**config.mk**
```make
export PLATFORM = sky130hd
export DESIGN_NAME = vector_magnitude
export DESIGN_NICKNAME = d
export VERILOG_FILES = /design/src/rtl/magnitude_pkg.sv /design/src/rtl/magnitude_isqrt.sv /design/src/rtl/vector_magnitude.sv
export SDC_FILE = /design/constraint.sdc
export NUM_CORES = 1
export LEC_CHECK = 0
export BUFFER_PORTS_ARGS = -buffer_cell sky130_fd_sc_hd__buf_2
export CAP_MARGIN = 20
export CORE_MARGIN = 1
export CORE_UTILIZATION = 55
export CTS_CLUSTER_SIZE = 40
export DETAILED_ROUTE_END_ITERATION = 12
export HOLD_SLACK_MARGIN = 0.08
export PLACE_DENSITY_LB_ADDON = 0.1
export SLEW_MARGIN = 20
export SYNTH_ARGS = -nofsm -noshare
export SYNTH_HDL_FRONTEND = slang
export SYNTH_SLANG_ARGS = --single-unit
export TNS_END_PERCENT = 30
```
**constraint.sdc**
```tcl
create_clock -name clk -period 6.8 [get_ports clk]
set_input_delay 1.02 -clock clk [delete_from_list [all_inputs] [get_ports clk]]
set_output_delay 1.02 -clock clk [all_outputs]
set_load 0.02 [all_outputs]
```
**src/rtl/magnitude_pkg.sv**
```systemverilog
// Shared types, mode encodings and helpers for the vector magnitude unit.
package magnitude_pkg;

  // Widest operand the unit supports; helpers are written at this width.
  localparam int MAX_WIDTH = 16;

  localparam logic MODE_APPROX = 1'b0;
  localparam logic MODE_EXACT  = 1'b1;

  typedef enum logic [2:0] {
    ST_IDLE   = 3'd0,
    ST_LOAD   = 3'd1,
    ST_SORT   = 3'd2,
    ST_SCALE  = 3'd3,
    ST_SUM    = 3'd4,
    ST_SQUARE = 3'd5,
    ST_ROOT   = 3'd6,
    ST_FINISH = 3'd7
  } state_t;

  // Magnitude of a sign-extended two's complement value as an unsigned
  // number. The most negative operand maps onto its positive power of two,
  // which still fits because the result is read back as unsigned.
  function automatic logic [MAX_WIDTH-1:0] abs_to_unsigned(input logic signed [MAX_WIDTH-1:0] v);
    logic [MAX_WIDTH-1:0] r;
    if (v[MAX_WIDTH-1]) begin
      r = (~unsigned'(v)) + MAX_WIDTH'(1);
    end else begin
      r = unsigned'(v);
    end
    return r;
  endfunction

endpackage

```
**src/rtl/magnitude_isqrt.sv**
```systemverilog
// Restoring bit-serial integer square root, one result bit per step, MSB
// first. The owning FSM loads the radicand and then issues WIDTH+1 steps;
// 'last' is high during the final step.
module magnitude_isqrt #(
  parameter int WIDTH = 8
) (
  input  logic             clk,
  input  logic             clear,
  input  logic             load,
  input  logic             step,
  input  logic [2*WIDTH:0] radicand,
  output logic [WIDTH:0]   root,
  output logic             last
);

  // Radicand padded to an even bit count so it splits into WIDTH+1 pairs.
  localparam int RADW = 2 * WIDTH + 2;
  // The remainder never exceeds twice the partial root.
  localparam int REMW = WIDTH + 2;
  localparam int TRW  = WIDTH + 4;
  localparam int CNTW = $clog2(WIDTH + 2);

  logic [RADW-1:0]  rad_r;
  logic [REMW-1:0]  rem_r;
  logic [WIDTH:0]   root_r;
  logic [CNTW-1:0]  cnt_r;

  logic [TRW-1:0]   rem_trial_s;
  logic [TRW-1:0]   trial_s;
  logic             fits_s;

  // Trial subtraction: bring down the next bit pair and test root*4+1.
  always_comb begin
    rem_trial_s = {rem_r, rad_r[RADW-1 -: 2]};
    trial_s     = {1'b0, root_r, 2'b01};
    fits_s      = (rem_trial_s >= trial_s);
  end

  // Iteration registers: load seeds a new root, step retires one bit.
  always_ff @(posedge clk or posedge clear) begin
    if (clear) begin
      rad_r  <= '0;
      rem_r  <= '0;
      root_r <= '0;
      cnt_r  <= '0;
    end else if (load) begin
      rad_r  <= {1'b0, radicand};
      rem_r  <= '0;
      root_r <= '0;
      cnt_r  <= CNTW'(WIDTH + 1);
    end else if (step) begin
      rad_r <= rad_r << 2;
      cnt_r <= cnt_r - CNTW'(1);
      if (fits_s) begin
        rem_r  <= REMW'(rem_trial_s - trial_s);
        root_r <= {root_r[WIDTH-1:0], 1'b1};
      end else begin
        rem_r  <= REMW'(rem_trial_s);
        root_r <= {root_r[WIDTH-1:0], 1'b0};
      end
    end
  end

  assign root = root_r;
  assign last = (cnt_r == CNTW'(1));

endmodule

```
**src/rtl/vector_magnitude.sv**
```systemverilog
// Multi-cycle |(a, b)| unit with start/done handshake. Mode 0 uses the
// shift-add approximation max(x, x - x/8 + y/2); mode 1 returns the exact
// floor(sqrt(a*a + b*b)) through the serial root sub-block.
module vector_magnitude
  import magnitude_pkg::*;
#(
  parameter int WIDTH = 8
) (
  input  logic             clk,
  input  logic             clear,
  input  logic             start,
  input  logic             mode,
  input  logic [WIDTH-1:0] in_a,
  input  logic [WIDTH-1:0] in_b,
  output logic [WIDTH:0]   out,
  output logic             busy,
  output logic             done
);

  state_t state_r;
  state_t state_next_s;

  logic                     mode_r;
  logic signed [WIDTH-1:0]  in_a_r;
  logic signed [WIDTH-1:0]  in_b_r;
  logic [WIDTH-1:0]         a_r;
  logic [WIDTH-1:0]         b_r;
  logic [WIDTH-1:0]         x_r;
  logic [WIDTH-2:0]         y_half_r;
  logic [WIDTH-1:0]         t4_r;
  logic [WIDTH:0]           t5_r;

  logic [WIDTH:0]           out_r;
  logic                     busy_r;
  logic                     done_r;

  logic signed [MAX_WIDTH-1:0] a_ext_s;
  logic signed [MAX_WIDTH-1:0] b_ext_s;
  logic [WIDTH-1:0]         a_abs_s;
  logic [WIDTH-1:0]         b_abs_s;
  logic [WIDTH-1:0]         t4_s;
  logic [WIDTH:0]           t5_s;
  logic [WIDTH:0]           approx_s;
  logic [2*WIDTH:0]         a_wide_s;
  logic [2*WIDTH:0]         b_wide_s;
  logic [2*WIDTH:0]         sum_sq_s;

  logic                     root_load_s;
  logic                     root_step_s;
  logic [WIDTH:0]           root_s;
  logic                     root_last_s;

  magnitude_isqrt #(
    .WIDTH    (WIDTH)
  ) u_isqrt (
    .clk      (clk),
    .clear    (clear),
    .load     (root_load_s),
    .step     (root_step_s),
    .radicand (sum_sq_s),
    .root     (root_s),
    .last     (root_last_s)
  );

  // Datapath arithmetic for every stage, evaluated from the stage registers.
  always_comb begin
    a_ext_s  = MAX_WIDTH'(in_a_r);
    b_ext_s  = MAX_WIDTH'(in_b_r);
    a_abs_s  = WIDTH'(abs_to_unsigned(a_ext_s));
    b_abs_s  = WIDTH'(abs_to_unsigned(b_ext_s));
    t4_s     = x_r - {3'b000, x_r[WIDTH-1:3]};
    t5_s     = {1'b0, t4_r} + {2'b00, y_half_r};
    approx_s = ({1'b0, x_r} > t5_r) ? {1'b0, x_r} : t5_r;
    a_wide_s = {{(WIDTH+1){1'b0}}, a_r};
    b_wide_s = {{(WIDTH+1){1'b0}}, b_r};
    sum_sq_s = (a_wide_s * a_wide_s) + (b_wide_s * b_wide_s);
  end

  // FSM state register.
  always_ff @(posedge clk or posedge clear) begin
    if (clear) begin
      state_r <= ST_IDLE;
    end else begin
      state_r <= state_next_s;
    end
  end

  // FSM next state and root sub-block control.
  always_comb begin
    state_next_s = state_r;
    root_load_s  = 1'b0;
    root_step_s  = 1'b0;
    case (state_r)
      ST_IDLE: begin
        if (start) begin
          state_next_s = ST_LOAD;
        end else begin
          state_next_s = ST_IDLE;
        end
      end
      ST_LOAD: begin
        if (mode_r == MODE_EXACT) begin
          state_next_s = ST_SQUARE;
        end else begin
          state_next_s = ST_SORT;
        end
      end
      ST_SORT:   state_next_s = ST_SCALE;
      ST_SCALE:  state_next_s = ST_SUM;
      ST_SUM:    state_next_s = ST_FINISH;
      ST_SQUARE: begin
        root_load_s  = 1'b1;
        state_next_s = ST_ROOT;
      end
      ST_ROOT: begin
        root_step_s = 1'b1;
        if (root_last_s) begin
          state_next_s = ST_FINISH;
        end else begin
          state_next_s = ST_ROOT;
        end
      end
      ST_FINISH: state_next_s = ST_IDLE;
      default:   state_next_s = ST_IDLE;
    endcase
  end

  // Operand capture and approximation pipeline, one stage per state.
  always_ff @(posedge clk or posedge clear) begin
    if (clear) begin
      mode_r   <= MODE_APPROX;
      in_a_r   <= '0;
      in_b_r   <= '0;
      a_r      <= '0;
      b_r      <= '0;
      x_r      <= '0;
      y_half_r <= '0;
      t4_r     <= '0;
      t5_r     <= '0;
    end else begin
      case (state_r)
        ST_IDLE: begin
          if (start) begin
            mode_r <= mode;
            in_a_r <= in_a;
            in_b_r <= in_b;
          end
        end
        ST_LOAD: begin
          a_r <= a_abs_s;
          b_r <= b_abs_s;
        end
        ST_SORT: begin
          if (a_r >= b_r) begin
            x_r      <= a_r;
            y_half_r <= b_r[WIDTH-1:1];
          end else begin
            x_r      <= b_r;
            y_half_r <= a_r[WIDTH-1:1];
          end
        end
        ST_SCALE: t4_r <= t4_s;
        ST_SUM:   t5_r <= t5_s;
        default: ;
      endcase
    end
  end

  // Handshake outputs: result and done are written together in FINISH.
  always_ff @(posedge clk or posedge clear) begin
    if (clear) begin
      out_r  <= '0;
      busy_r <= 1'b0;
      done_r <= 1'b0;
    end else begin
      done_r <= 1'b0;
      if (state_r == ST_FINISH) begin
        out_r  <= (mode_r == MODE_EXACT) ? root_s : approx_s;
        busy_r <= 1'b0;
        done_r <= 1'b1;
      end else if ((state_r == ST_IDLE) && start) begin
        busy_r <= 1'b1;
      end
    end
  end

  assign out  = out_r;
  assign busy = busy_r;
  assign done = done_r;

endmodule

```
======== Yosys cells after proc, flatten, opt, wreduce, memory -nomap -nowiden ========
Cells that the tools add are included.
word-level totals
  flip-flop bits (word level) ............. 120
  input port bits ......................... 20
  logic and storage cells ................. 69
  output and inout port bits .............. 11
operators by class
  $add $sub $neg .......................... 7
  magnitude comparators ................... 3
  eq/ne operators ......................... 8
  bitwise gates (word level) .............. 2
  reduce and logical (&&, ||, !) cells .... 5
  multiply operators ...................... 2
  muxes and demuxes ....................... 25
operators with widths
  cell                                                 number
  2-to-1 mux 18 bit                                    2
  2-to-1 mux 9 bit                                     4
  multiplier 8 x 8 -> 16 bit                           2
  2-to-1 mux 10 bit                                    3
  2-to-1 mux 8 bit                                     3
  one-hot mux 3 bit (8 select lines)                   1
  adder 16 x 16 -> 17 bit                              1
  adder 8 x 1 -> 8 bit, second input constant          2
  NOT 8 bit                                            2
  equality test 3 bit, second input constant           4
  greater-or-equal comparator 12 x 11 -> 1 bit         1
  subtractor 10 bit                                    1
  adder 8 x 7 -> 9 bit                                 1
  > comparator 8 x 9 -> 1 bit                          1
  greater-or-equal comparator 8 bit                    1
  2-to-1 mux 1 bit                                     8
  2-to-1 mux 4 bit                                     2
  subtractor 8 x 5 -> 8 bit                            1
  2-to-1 mux 7 bit                                     1
  equality test 3 x 2 -> 1 bit, second input constant  2
  equality test 4 x 1 -> 1 bit, second input constant  1
  nonzero test 2 bit                                   2
  subtractor 4 x 1 -> 4 bit, second input constant     1
  equality test 3 x 1 -> 1 bit, second input constant  1
  other kinds (4)                                      4

======== Longest topological paths before layout ========
  depth in word-level cells ............... 4
  mapped depth ............................ 22
  mapped depth without buffers ............ 21

======== Hierarchy ========
Synthesis repeated with hierarchy kept, for this count alone.
unflattened totals
  cell total of the unflattened synthesis .. 1,170
  area, all modules ....................... 10,881.7 um^2
modules (own cells, without submodules)
  module            seq. area each (um^2)  area each (um^2)  instances  cells each
  vector_magnitude  1,976.9                8,361.8           1          897
  magnitude_isqrt   1,026.0                2,519.9           1          273

======== Least setup slack after synthesis ========
OpenSTA, ideal clock, no wires.
  path type ............................... register to register
  from .................................... register b_r[0]
  to ...................................... register u_isqrt.rad_r[12]
  setup slack ............................. 1.190 ns
  arrival ................................. 5.475 ns
  cell stages (with the launch flop) ...... 17
  library setup time ...................... 0.135 ns
  data required time ...................... 6.665 ns
  buffers on the path ..................... 1
  clock period less this slack ............ 5.610 ns
  cells stage by stage .................... dfrtp_1 clkdlybuf4s50_2 and2_1 fa_1 fa_1 fa_1 fa_1 fa_1 inv_1 fa_1 inv_1 ha_1 a211o_1 o31ai_1 o21a_1 xor2_1 o21ai_0
between the ends
  cells in the longest elaborated chain, start to end .. 3
RTL lines
  what                        RTL line                 source
  start: declaration          vector_magnitude.sv:27   logic [WIDTH-1:0] b_r;
  start signal: assignment    vector_magnitude.sv:151  b_r <= b_abs_s;
  multiplier 8 x 8 -> 16 bit  vector_magnitude.sv:76   sum_sq_s = (a_wide_s * a_wide_s) + (b_wide_s * b_wide_s);
  adder 16 x 16 -> 17 bit     vector_magnitude.sv:76
  2-to-1 mux 18 bit           magnitude_isqrt.sv:46    end else if (load) begin
  end signal: assignment      magnitude_isqrt.sv:47    rad_r <= {1'b0, radicand};
  end signal: assignment      magnitude_isqrt.sv:52    rad_r <= rad_r << 2;
  end: declaration            magnitude_isqrt.sv:23    logic [RADW-1:0] rad_r;
No other way between the ends.
A chain may end at the register's enable or synchronous reset.

======== Worst setup path in the final report ========
  from .................................... register b_r[1]
  to ...................................... register u_isqrt.rad_r[13]
The elaborated chain is that of the path after synthesis.

==> summary.txt <==
Worst setup path
  • Delay-heaviest family, CP: adder cells
  • R2R setup slack: 1.00 ns
  • Crit path arrival time: 6.10 ns
  • CP Buf/Inv Count: 3
  • R2R Path End: u_isqrt.rad_r[13]
  • CP startpoint kind: register
  • CP Cell Sequence: clkinv_1 > nor2_1 > fa_1 > fa_1 > fa_1 > fa_1 > fa_1 > inv_1 > fa_1 > inv_1 > ha_1 > o21ai_0 > nor2_1 > o41a_1 > a41oi_1 > nand4_1 > o311ai_0
  • Worst Reg2Reg Path Length in Cells: 17
  • Setup crit start: b_r[1]
  • Critical Path End Type: register
  • Crit-path slowest cell: fa_1
  • Highest net fanout along the worst path: 8
  • Critical path required time: 7.10 ns
  • Crit path top cell by count: fa_1
  • Critical Path Max Stage Delay: 0.55 ns
  • WS Path Type: reg2reg
  • Worst r2r src: b_r[1]

Clock network
  • Root Buffer: clkbuf_16
  • Postcts setup bufs: 0
  • CTS tree: done
  • Hold_buf cts: 0
  • Post_cts resized: 0
  • CTS Buf Count: 17
  • Number of H-tree levels: 4
  • Clk buf depth: 2
  • # clock sinks: 120
  • Worst-Skew Late Latency: 0.42 ns
  • Clk pin slew, worst setup/hold paths: 0.06 ns

Routing
  • Via Count: 7380
  • Post-route ant nets: 0
  • Final WL: 21830 um
  • Drt initial violations: 326
  • Drt wl/cell: 16.28 um
  • Drt first pass iters: 9
  • Drt drc: 8
  • Vias/cell: 5.503

STA
  • Unrepaired setup endpoints after global routing: no
  • Fin Clk Skew: 0.007415 ns
  • Worst-Margin Slew: 1.035 ns
  • Min Tclk post-route: 5.800 ns
  • WHS: 0.4751 ns
  • Fmax: 172.4 MHz
  • Slew HR: 0.3092
  • TNS Setup: 0 ns
  • Final setup vio count: 0
  • Tcrit/Tclk final: 0.8529
  • Count of pins over their slew limit: 0
  • Final hold violation count: 0

Logic synthesis
  • Library cells used by synthesis: 64
  • Ys flop type: dfrtp_1
  • Post-synthesis adder-cell area fraction: 0.2758
  • Post-Synthesis Cells: 1092
  • Post-synthesis xor/xnor area fraction: 0.03349
  • Ys Warns: 0
  • Seq/Total Area, Yosys: 0.2944
  • Synth Register Bits: 120
  • Post-Synth Simple-Gate Area: 0.1291
  • Mapped Area: 0.01020 mm^2
  • Main combinational cell family by area after synthesis: adder cells
  • Mapped Nets: 1290
  • Post-Syn Area per Cell: 9.339 um^2
  • Synth Area in Compound Gates: 0.1305
  • Mux cell area share after synthesis: 0.05410
  • Ys async rst share: 1.000
  • Post-synth EDFFs: 0

Hold path
  • Hold Path Class: reg2reg
  • Hold path start: out[8]
  • Min-Delay Path Depth: 2
  • Worst-case hold path end point: out[8]

Floorplan
  • Initial cell density of the core: 0.5639
  • Std cell rows: 49
  • Die Y: 138.2 um
  • Die X: 138.2 um
  • Overall die area: 0.01909 mm^2
  • Total core area: 0.01809 mm^2
  • # IOs: 31

Layout
  • Area grow syn2layout: 8.453%
  • Diode count: 0
  • Nets: 1298
  • FILL cells: 1557
  • Layout cells sized above 1: 0.08543

Placed design
  • Placed wire-length estimate: 16690 um
  • RD Place Congestion: 0.8962
  • Port Buffers: 30

Global route
  • Total global-route track usage: 0.2458
  • Total gr overflow: 0
  • Initial antenna violation count: 0
  • Pin count of the biggest net entering global routing: 66
  • First-pass GRT wire length: 37200 um
  • Vias in the first global route: 7633

Run status
  • Status: finished, violations left
  • Violated checks: design-rule violations

Flow run
  • Number of max-cap violations: 0
==> state kept, by name, indices dropped and copies added, names as in the netlist, 3 cells and up <==
name / flops
b_r: 8
t4_r: 8
y_half_r: 7
state_r: 3
a_r: 8
in_a_r: 8
u_isqrt.rad_r: 18
u_isqrt.cnt_r: 4
u_isqrt.root: 9
t5_r: 9
in_b_r: 8
u_isqrt.rem_r: 10
out: 9
x_r: 8
==> layout make-up <==
| type | count | area, um^2 | area share |
|---|---|---|---|
| Multi-Input combinational cell | 767 | 6381 | 0.5769 |
| Sequential cell | 120 | 3003 | 0.2715 |
| Inverter | 159 | 599.3 | 0.05419 |
| Clock buffer | 20 | 456.7 | 0.04129 |
| Tap cell | 229 | 286.5 | 0.02591 |
| Timing Repair Buffer | 35 | 187.7 | 0.01697 |
| Clock inverter | 11 | 146.4 | 0.01324 |
==> metal layers <==
metal	track usage	share of wire	up-vias
met3	0.03810	0.025	21
met4	0.05618	0.0096	0
met1	0.3138	0.46	3602
met2	0.4396	0.50	107
met5	0	0	-
li1	-	-	3650
==> per-stage QoR <==
step	area (um^2)	std cells	setup WS (ns)	util
after global routing	11060	1341	0.6553	0.6116
after global placement	10460	1310	1.103	0.5781
after detailed placement	10460	1310	1.036	0.5781
after floorplan	10200	1092	1.190	-
after CTS	11060	1341	0.9849	0.6114
final	11060	1341	1.000	0.6116
==> cells in the mapped netlist, drive strengths merged (2+ instances only) <==
library cell / count / share of area
buf: 23 / 0.013
a211oi: 10 / 0.0083
nor2: 72 / 0.026
clkbuf: 21 / 0.0087
and3: 2 / 0.0012
a211o: 2 / 0.0017
nand2: 115 / 0.042
o21ai: 69 / 0.034
xnor2: 21 / 0.018
a21o: 11 / 0.0081
ha: 100 / 0.12
or3: 7 / 0.0048
nor3b: 3 / 0.0022
xor2: 18 / 0.015
a22o: 3 / 0.0026
mux2: 17 / 0.019
nor3: 12 / 0.0059
a21boi: 2 / 0.0015
nand3: 27 / 0.013
o21a: 6 / 0.0044
o311ai: 4 / 0.0034
a32oi: 3 / 0.0026
nor4b: 4 / 0.0040
a21oi: 53 / 0.026
o211ai: 11 / 0.0081
o2111ai: 2 / 0.0017
inv: 158 / 0.058
nor2b: 12 / 0.0074
fa: 78 / 0.15
a22oi: 4 / 0.0029
mux2i: 36 / 0.035
nand2b: 9 / 0.0055
and2: 18 / 0.011
dfrtp: 120 / 0.29
nand4: 3 / 0.0018
o22ai: 2 / 0.0012
o31ai: 18 / 0.013
==> worst max path at each step <==
stage | end | slack, ns | cells past startpoint
after floorplan | u_isqrt.rad_r[12] | 1.19 | 16
after global placement | u_isqrt.rad_r[12] | 1.10 | 16
after detailed placement | u_isqrt.rad_r[12] | 1.04 | 16
after CTS | u_isqrt.rad_r[12] | 0.98 | 16
after global routing | u_isqrt.rad_r[12] | 0.66 | 16
final | u_isqrt.rad_r[13] | 1.00 | 17
==> worst min-delay path, cell delays in order, from the launching register on <==
cell and delay, ns:
dfrtp_1 0.34, nand2_1 0.04, o21ai_0 0.06
==> cells in the final DEF (no fill, tap or decap), types with 9 or more instances in the layout <==
master | netlist | final
nand3_1 | 27 | 27
ha_1 | 100 | 100
inv_1 | 158 | 157
a21oi_1 | 53 | 53
dfrtp_1 | 120 | 120
nor2b_1 | 12 | 12
a21o_1 | 11 | 11
buf_2 | 18 | 30
nor3_1 | 12 | 12
xor2_1 | 18 | 18
o211ai_1 | 11 | 11
fa_1 | 78 | 78
nor2_1 | 72 | 69
nand2b_1 | 9 | 9
clkbuf_16 | 0 | 17
o31ai_1 | 18 | 18
mux2_2 | 17 | 17
xnor2_1 | 21 | 21
nand2_1 | 115 | 115
mux2i_1 | 36 | 36
o21ai_0 | 63 | 63
and2_1 | 18 | 18
==> cells by family (layout without fill, tap and decap cells) <==
kind of cell | count (synthesis) | after routing
simple gates | 288 | 288
compound gates | 209 | 209
buf+inv | 205 | 225
fa+ha+maj | 178 | 178
flops | 120 | 120
mux | 53 | 53
xor+xnor | 39 | 39
Power is left out: the tool's default activity adds up to more than one toggle a clock period on the data nets, which glitch-free logic cannot reach.
